File: src/rtl/arb_pkg.sv
// arb_pkg: shared sizes, FSM states and pointer helper for rr_grant_arbiter_4
package arb_pkg;
   localparam int N_REQ = 4;
   localparam int IDX_W = 2;
   typedef enum logic {IDLE, GRANT} state_t;
   function automatic logic [IDX_W-1:0] wrap_inc(input logic [IDX_W-1:0] idx);
      return IDX_W'((int'(idx) + 1) % N_REQ);
   endfunction
endpackage

File: src/rtl/rr_pick.sv
// rr_pick: combinational rotate-and-priority-encode of a 4-bit request vector
// Ports:
//   req  in  4  request vector
//   ptr  in  2  requester checked first
//   any  out 1  at least one request set
//   idx  out 2  first set request scanning ptr, ptr+1, ptr+2, ptr+3 (mod 4)
module rr_pick
   import arb_pkg::*;
(
   input  logic [N_REQ-1:0] req,
   input  logic [IDX_W-1:0] ptr,
   output logic             any,
   output logic [IDX_W-1:0] idx
);
   assign any = |req;
   // farthest offset first, so the request nearest ptr overwrites last and wins
   always_comb begin
      idx = '0;
      for (int k = N_REQ - 1; k >= 0; k--) begin
         if (req[ptr + IDX_W'(k)]) idx = ptr + IDX_W'(k);
      end
   end
endmodule

File: src/rtl/rr_grant_arbiter_4.sv
// rr_grant_arbiter_4: four-requester round-robin arbiter with valid/ready grant handshake
// Optional feature macro: ARB_LOCK_EN (adds lock input, handshake with lock=1 keeps ptr)
// Parameters: RESET_PTR (ptr after reset), BACK2BACK (1: re-grant in handshake cycle)
// Ports:
//   clk        in  1  rising-edge clock
//   rst_n      in  1  asynchronous active-low reset
//   req        in  4  request vector, bit i = requester i
//   lock       in  1  (ARB_LOCK_EN only) hold priority on this handshake
//   gnt_ready  in  1  consumer accepts the grant
//   gnt_valid  out 1  gnt_idx holds a valid grant
//   gnt_idx    out 2  index of the granted requester
module rr_grant_arbiter_4
   import arb_pkg::*;
#(
   parameter int RESET_PTR = 0,
   parameter int BACK2BACK = 1
) (
   input  logic             clk,
   input  logic             rst_n,
   input  logic [N_REQ-1:0] req,
`ifdef ARB_LOCK_EN
   input  logic             lock,
`endif
   input  logic             gnt_ready,
   output logic             gnt_valid,
   output logic [IDX_W-1:0] gnt_idx
);
   state_t           state_q, state_d;
   logic [IDX_W-1:0] ptr_q, ptr_d, idx_q, idx_d, pick_idx;
   logic             hs, lk, lock_q, lock_d, hold, go, any;
   assign hs = (state_q == GRANT) & gnt_ready;
`ifdef ARB_LOCK_EN
   assign lk = hs & lock;
`else
   assign lk = 1'b0;
`endif
   // lock_q carries a locked handshake across the forced idle cycle when BACK2BACK=0
   assign lock_d = lk & (BACK2BACK == 0);
   assign hold = (lk | lock_q) & req[idx_q];
   assign ptr_d = hs & ~lk ? wrap_inc(idx_q) : ptr_q;
   // arbitration happens from IDLE, or in the handshake cycle when back-to-back is allowed
   assign go = (state_q == IDLE) | (hs & (BACK2BACK != 0));
   assign state_d = ((state_q == GRANT) & ~gnt_ready) | (go & (hold | any)) ? GRANT : IDLE;
   assign idx_d = go & ~hold & any ? pick_idx : idx_q;
   rr_pick u_pick (
      .req (req),
      .ptr (ptr_d),
      .any (any),
      .idx (pick_idx)
   );
   always_ff @(posedge clk or negedge rst_n) begin
      if (!rst_n) begin
         state_q <= IDLE;
         ptr_q   <= IDX_W'(RESET_PTR);
         idx_q   <= '0;
         lock_q  <= 1'b0;
      end else begin
         state_q <= state_d;
         ptr_q   <= ptr_d;
         idx_q   <= idx_d;
         lock_q  <= lock_d;
      end
   end
   assign gnt_valid = state_q == GRANT;
   assign gnt_idx   = idx_q;
endmodule

File: config.mk
export PLATFORM = sky130hd
export DESIGN_NAME = rr_grant_arbiter_4
export DESIGN_NICKNAME = d
export VERILOG_FILES = /design/src/rtl/arb_pkg.sv /design/src/rtl/rr_pick.sv /design/src/rtl/rr_grant_arbiter_4.sv
export SDC_FILE = /design/constraint.sdc
export NUM_CORES = 1
export LEC_CHECK = 0
export ABC_AREA = 1
export CAP_MARGIN = 20
export CORE_AREA = 4 4 41 43
export DETAILED_ROUTE_END_ITERATION = 8
export DIE_AREA = 0 0 45 47
export PLACE_DENSITY_LB_ADDON = 0.25
export REMOVE_ABC_BUFFERS = 1
export SYNTH_ARGS = -nofsm -noshare
export SYNTH_HDL_FRONTEND = slang
export SYNTH_SLANG_ARGS = --single-unit
File: constraint.sdc
create_clock -name clk -period 2.7 [get_ports clk]
set_input_delay 0.27 -clock clk [delete_from_list [all_inputs] [get_ports clk]]
set_output_delay 0.27 -clock clk [all_outputs]
set_load 0.005 [all_outputs]
# After elaboration in Yosys (flattened, before gate mapping)
# Cells that the tools add are included.
# Widths: inputs -> output; s select.
# word_totals
ff_bits,5
output_inout_bits,3
wordCells,33
input_bits,7
# classes
order_cmp,4
n_mux,14
bitwise_logic,7
reduce_logical,1
add_sub_neg,4
# op_table
cell,n
$lt 2x3->1 const B,4
$mux 2,5
$bmux 1 s2,4
$mux 1,5
$add 2x1->2 const B,2
$add 2x2->2 const B,2
$reduce_or 4->1,1
$and 1x1->1,3
$not 1->1,2
$or 1x1->1,2

# Depth between registers and ports, before layout
# depth
ltp_word,9
ltp_mapped,15
depth_no_buf,15

# Hierarchy
# Synthesis repeated with hierarchy kept, for this count alone.
# unflattened
hier_cells,73
area_unflattened_um2,405.4
# by_module_without_submodules
mod,area_each_um2,n_inst,cells_per_inst,seq_area_each_um2
rr_grant_arbiter_4,216.5,1,27,125.1
rr_pick,188.9,1,46,0.0

# Worst setup path after synthesis
# OpenSTA, ideal clock, no wires.
# synth_path
path_kind,register to register
startpoint,"register state_q, in the netlist gnt_valid"
endpoint,"register idx_q[0], in the netlist gnt_idx[0]"
required_time_ns,2.583
setup_ns,0.117
arrival_ns,1.292
synth_period_minus_slack_ns,1.408
slack_ns,1.292
path_stages_with_launch,15
n_path_buf,0
cell_sequence,dfrtp_1 nand2_2 clkinv_2 nand2_2 nand2_2 nand2_2 nand2_1 nand2_2 nand2_1 inv_1 nand2_1 nand2_1 nand2_1 nand2_1 nand2_1
# synth_between
elab_chain_len,9
elab_cells_between_ends,20
classes_between,add/sub: 3; mux: 13; bitwise: 4
# synth_lines
item,line,text
start: declaration,rr_grant_arbiter_4.sv:28,"state_t state_q, state_d;"
start signal: assignment,rr_grant_arbiter_4.sv:58,state_q <= state_d;
$and 1x1->1,rr_grant_arbiter_4.sv:31,assign hs = (state_q == GRANT) & gnt_ready;
$mux 2,rr_grant_arbiter_4.sv:40,assign ptr_d = hs & ~lk ? wrap_inc(idx_q) : ptr_q;
$add 2x2->2,rr_pick.sv:20,if (req[ptr + IDX_W'(k)]) idx = ptr + IDX_W'(k);
$bmux 1 s2,rr_pick.sv:20,
$mux 1 (not written as such),rr_pick.sv:20,
$mux 2 (4 in a row),rr_pick.sv:20,
end signal: assignment,rr_grant_arbiter_4.sv:60,idx_q <= idx_d;
end: declaration,rr_grant_arbiter_4.sv:29,"logic [IDX_W-1:0] ptr_q, ptr_d, idx_q, idx_d, pick_idx;"
# Several ways; a longest one is shown, not always the timed one. The select of a mux whose other input is x is not followed.
# A chain may end at the register's enable or synchronous reset.

# Worst setup path in the final report
# layout_path
startpoint,input port gnt_ready
endpoint,"register idx_q[0], in the netlist gnt_idx[0]"
# layout_between
elab_chain_len,9
elab_cells_between_ends,19
classes_between,add/sub: 3; mux: 13; bitwise: 3
# layout_lines
item,line,text
start: declaration,rr_grant_arbiter_4.sv:24,"input logic gnt_ready,"
$and 1x1->1 *,rr_grant_arbiter_4.sv:31,
$mux 2,rr_grant_arbiter_4.sv:40,
$add 2x2->2,rr_pick.sv:20,
$bmux 1 s2,rr_pick.sv:20,
$mux 1 (not written as such),rr_pick.sv:20,
$mux 2 (4 in a row),rr_pick.sv:20,
# Every way passes the cells marked *; elsewhere a longest branch is shown, timed or not. The select of a mux whose other input is x is not followed.

==> impl_summary.log <==
[metrics] Net count, final: 109
[metrics] CP Capture Type: flop
[metrics] Total Routing Usage GR: 13.6%
[metrics] wire length of the first global-routing pass: 1.99 mm
[metrics] signal arrival time at the worst endpoint: 1790 ps
[metrics] per-cell routed wire length: 10.5 µm
[metrics] Final setup violation count: 0
[metrics] Post-Layout Cell Count: 116
[metrics] Netlist Area Pre-Place: 498 µm²
[metrics] final clock period utilization by the worst path: 61.0%
[metrics] DRC violations left: 0
[metrics] worst-margin pin slew: 527 ps
[metrics] total iterations of the first detailed-routing run: 4
[metrics] footprint of the multi-input gates: 312 µm²
[metrics] pin count of the biggest net entering global routing: 8
[metrics] clock edge transition at the registers on the reported setup and hold paths: 50 ps
[metrics] cts hold-fix bufs: 0
[metrics] worst vdd ir: 0.000418 V
[metrics] commonest non-fill, non-tap cell in the layout: nand2_1
[metrics] number of inserted diodes: 0
[metrics] Placer Congestion: 0.867
[metrics] most frequent cells in the layout: 36 x nand2_1, 14 x inv_1, 13 x nand3_1
[metrics] post-route total power: 622 µW
[metrics] Post-Route Setup TNS: 0 ps
[metrics] placement-stage cell area: 607 µm²
[metrics] number of instances in the placed design: 112
[metrics] Sequential Power Share: 21.2%
[metrics] quantity of I/O buffers inserted on ports: 9
[metrics] clock network latency to the later pin of the worst-skew pair: 250 ps
[metrics] Core Rows: 13
[metrics] Worst Setup Path Type: in2reg
[metrics] first-iteration detailed-routing DRC count: 17
[metrics] FMAX: 607 MHz
[metrics] combinational share of power: 64.0%
[metrics] Yosys warning total: 0
[metrics] post-CTS repair timing setup buffer count: 0
[metrics] number of register bits inferred by synthesis: 5
[metrics] area added between synthesis and finish: 27.4%
[metrics] I/O pin cnt: 10
[metrics] type of the worst min-delay path: in2async
[metrics] unrepaired setup endpoints after global routing: no
[metrics] kind of cell adding the most delay to the critical path: simple AND/OR/NAND/NOR gates
[metrics] sequential fraction of the synthesis area: 25.1%
[metrics] full die area: 0.00212 mm²
[metrics] CP bufs+invs: 3
[metrics] Num Clock Sinks: 5
[metrics] vias in the first global route: 476
[metrics] outcome: finished clean
[metrics] worst hold-check slack: 249 ps
[metrics] antenna violations before repair: 0
[metrics] Worst Clk Skew: 4.45 ps
[metrics] depth of the CTS H-tree: 1
[metrics] normalized max-slew margin: 64.5%
[metrics] initial standard-cell utilization of the core: 38.3%
[metrics] Internal Dissipation: 313 µW
[metrics] peak per-stage delay on the critical path: 540 ps
[metrics] Final Routed Wirelength: 1.22 mm
[metrics] slowest cell on the critical path: clkdlybuf4s50_1
[metrics] cell leakage power: 0.000377 µW
[metrics] number of buffers created by CTS: 3
[metrics] Placeable Area: 0.00130 mm²
[metrics] count of distinct cell types in the synthesized netlist: 13
[metrics] final non-filler cell area: 634 µm²
[metrics] Critical Path, Cell by Cell: clkdlybuf4s50_1, nand3_1, nand2_2, nand2_1, nand2_1, inv_1, nand2_2, nand2_1, inv_1, nand2_1, nand2_1, nand2_1, nand2_1, nand2_1
[metrics] Storage cell area: 125 µm²
[metrics] startpoint kind of the worst setup timing path: primary input
[metrics] total via count in the routed design: 548
[metrics] minimum clock period after layout: 1650 ps
[metrics] Mapped Cells: 88
[metrics] vias per std cell: 4.72
[metrics] maximum clock insertion buffer count: 2
[metrics] cts repair resizes: 0
[metrics] maximum capacitance violations: 0
[metrics] die outline width: 45 µm
[metrics] dominant cell type by count on the critical path: nand2_1
[metrics] switching power summed over all nets: 310 µW
[metrics] hold violation total from the final report: 0
[metrics] total half-perimeter wirelength after legalization and detailed placement: 979 µm
[metrics] library cell used as clock root buffer: clkbuf_4
[metrics] maximum fanout count along the critical path: 7
[metrics] WP data required: 2850 ps
[metrics] gr ovfl total: 0
[metrics] TritonCTS clock tree: yes
[metrics] share of total power consumed by net switching: 49.7%
[metrics] Mapped Avg Cell Area: 5.66 µm²
[metrics] Filler Cells Inserted: 145
[metrics] height of the chip: 47 µm
[metrics] layout cells sized above 1: 17.8%
[metrics] power per standard cell area: 981 mW/mm²
[metrics] count of antenna-violating nets left after detailed routing: 0
[metrics] Max Transition Viols Final: 0
[metrics] clock network fraction of design power: 14.7%
-- metal layers --
metal	routed length [µm]	up-vias	GRT usage (%)
li1	-	297	-
met1	545	228	15.4
met2	546	19	22.0
met3	106	4	5.36
met4	23	0	7.02
met5	0	-	0
-- cell usage after synthesis --
cell type,count,share of area (%)
a21oi_1,2,2.0
a21oi_2,1,1.8
clkinv_2,1,1.0
dfrtp_1,5,25
inv_1,14,11
inv_2,1,0.75
nand2_1,36,27
nand2_2,10,13
nand3_1,13,13
nand3_2,1,2.0
nand4_1,1,1.3
nor2_1,1,0.75
o21ai_0,2,2.0
-- sequential cells by signal, summed over array words and instances (netlist names) --
signal and cells:
gnt_idx 2, gnt_valid 1, ptr_q 2
-- metrics by stage --
| stage | setup WS (ps) | util, % |
|---|---|---|
| finish | 1050 | 48.8 |
| global route | 898 | 48.8 |
| CTS | 1050 | 48.8 |
| detailed placement | 781 | 46.6 |
| global placement | 801 | 46.6 |
| floorplan | 1290 | - |
-- area by class of cell --
| cell class | count | share of cell area (%) |
|---|---|---|
| multi-input combinational | 67 | 49.1 |
| sequential | 5 | 19.7 |
| timing repair buffer | 9 | 14.2 |
| inverter | 16 | 9.66 |
| clock buffer | 3 | 3.55 |
| tap | 15 | 2.96 |
| clock inverter | 1 | 0.789 |
-- power by group through the flow --
stage	clock [µW]	sequential, µW	combinational [µW]
6_report	91.6	132	399
5_1_grt	103	137	453
4_1_cts	97.0	132	402
3_5_place_dp	0	133	397
3_3_place_gp	0	132	397
2_1_floorplan	0	128	298
-- worst paths after layout --
path / from / to / slack, ps / cells after the start
worst min register to register: gnt_idx[1]$_DFFE_PN0P_ / gnt_idx[1]$_DFFE_PN0P_ / 550 / 2
worst max register to register: gnt_valid$_DFF_PN0_ / gnt_idx[0]$_DFFE_PN0P_ / 1170 / 14
max in group asynchronous: rst_n / ptr_q[0]$_DFF_PN0_ / 2240 / 1
min in group clk: gnt_idx[1]$_DFFE_PN0P_ / gnt_idx[1]$_DFFE_PN0P_ / 550 / 2
worst min-delay path: rst_n / gnt_valid$_DFF_PN0_ / 250 / 1
worst max-delay path: gnt_ready / gnt_idx[0]$_DFFE_PN0P_ / 1050 / 14
-- cells by family (layout without fill, tap and decap cells) --
group | after synthesis | after routing | share of synthesized area (%)
AOI/OAI and AO/OA | 5 | 5 | 5.78
buffers and inverters | 16 | 29 | 12.3
DFF | 5 | 5 | 25.1
and+or+nand+nor | 62 | 62 | 56.8
Note: power is estimated with default switching activity, not from simulation.
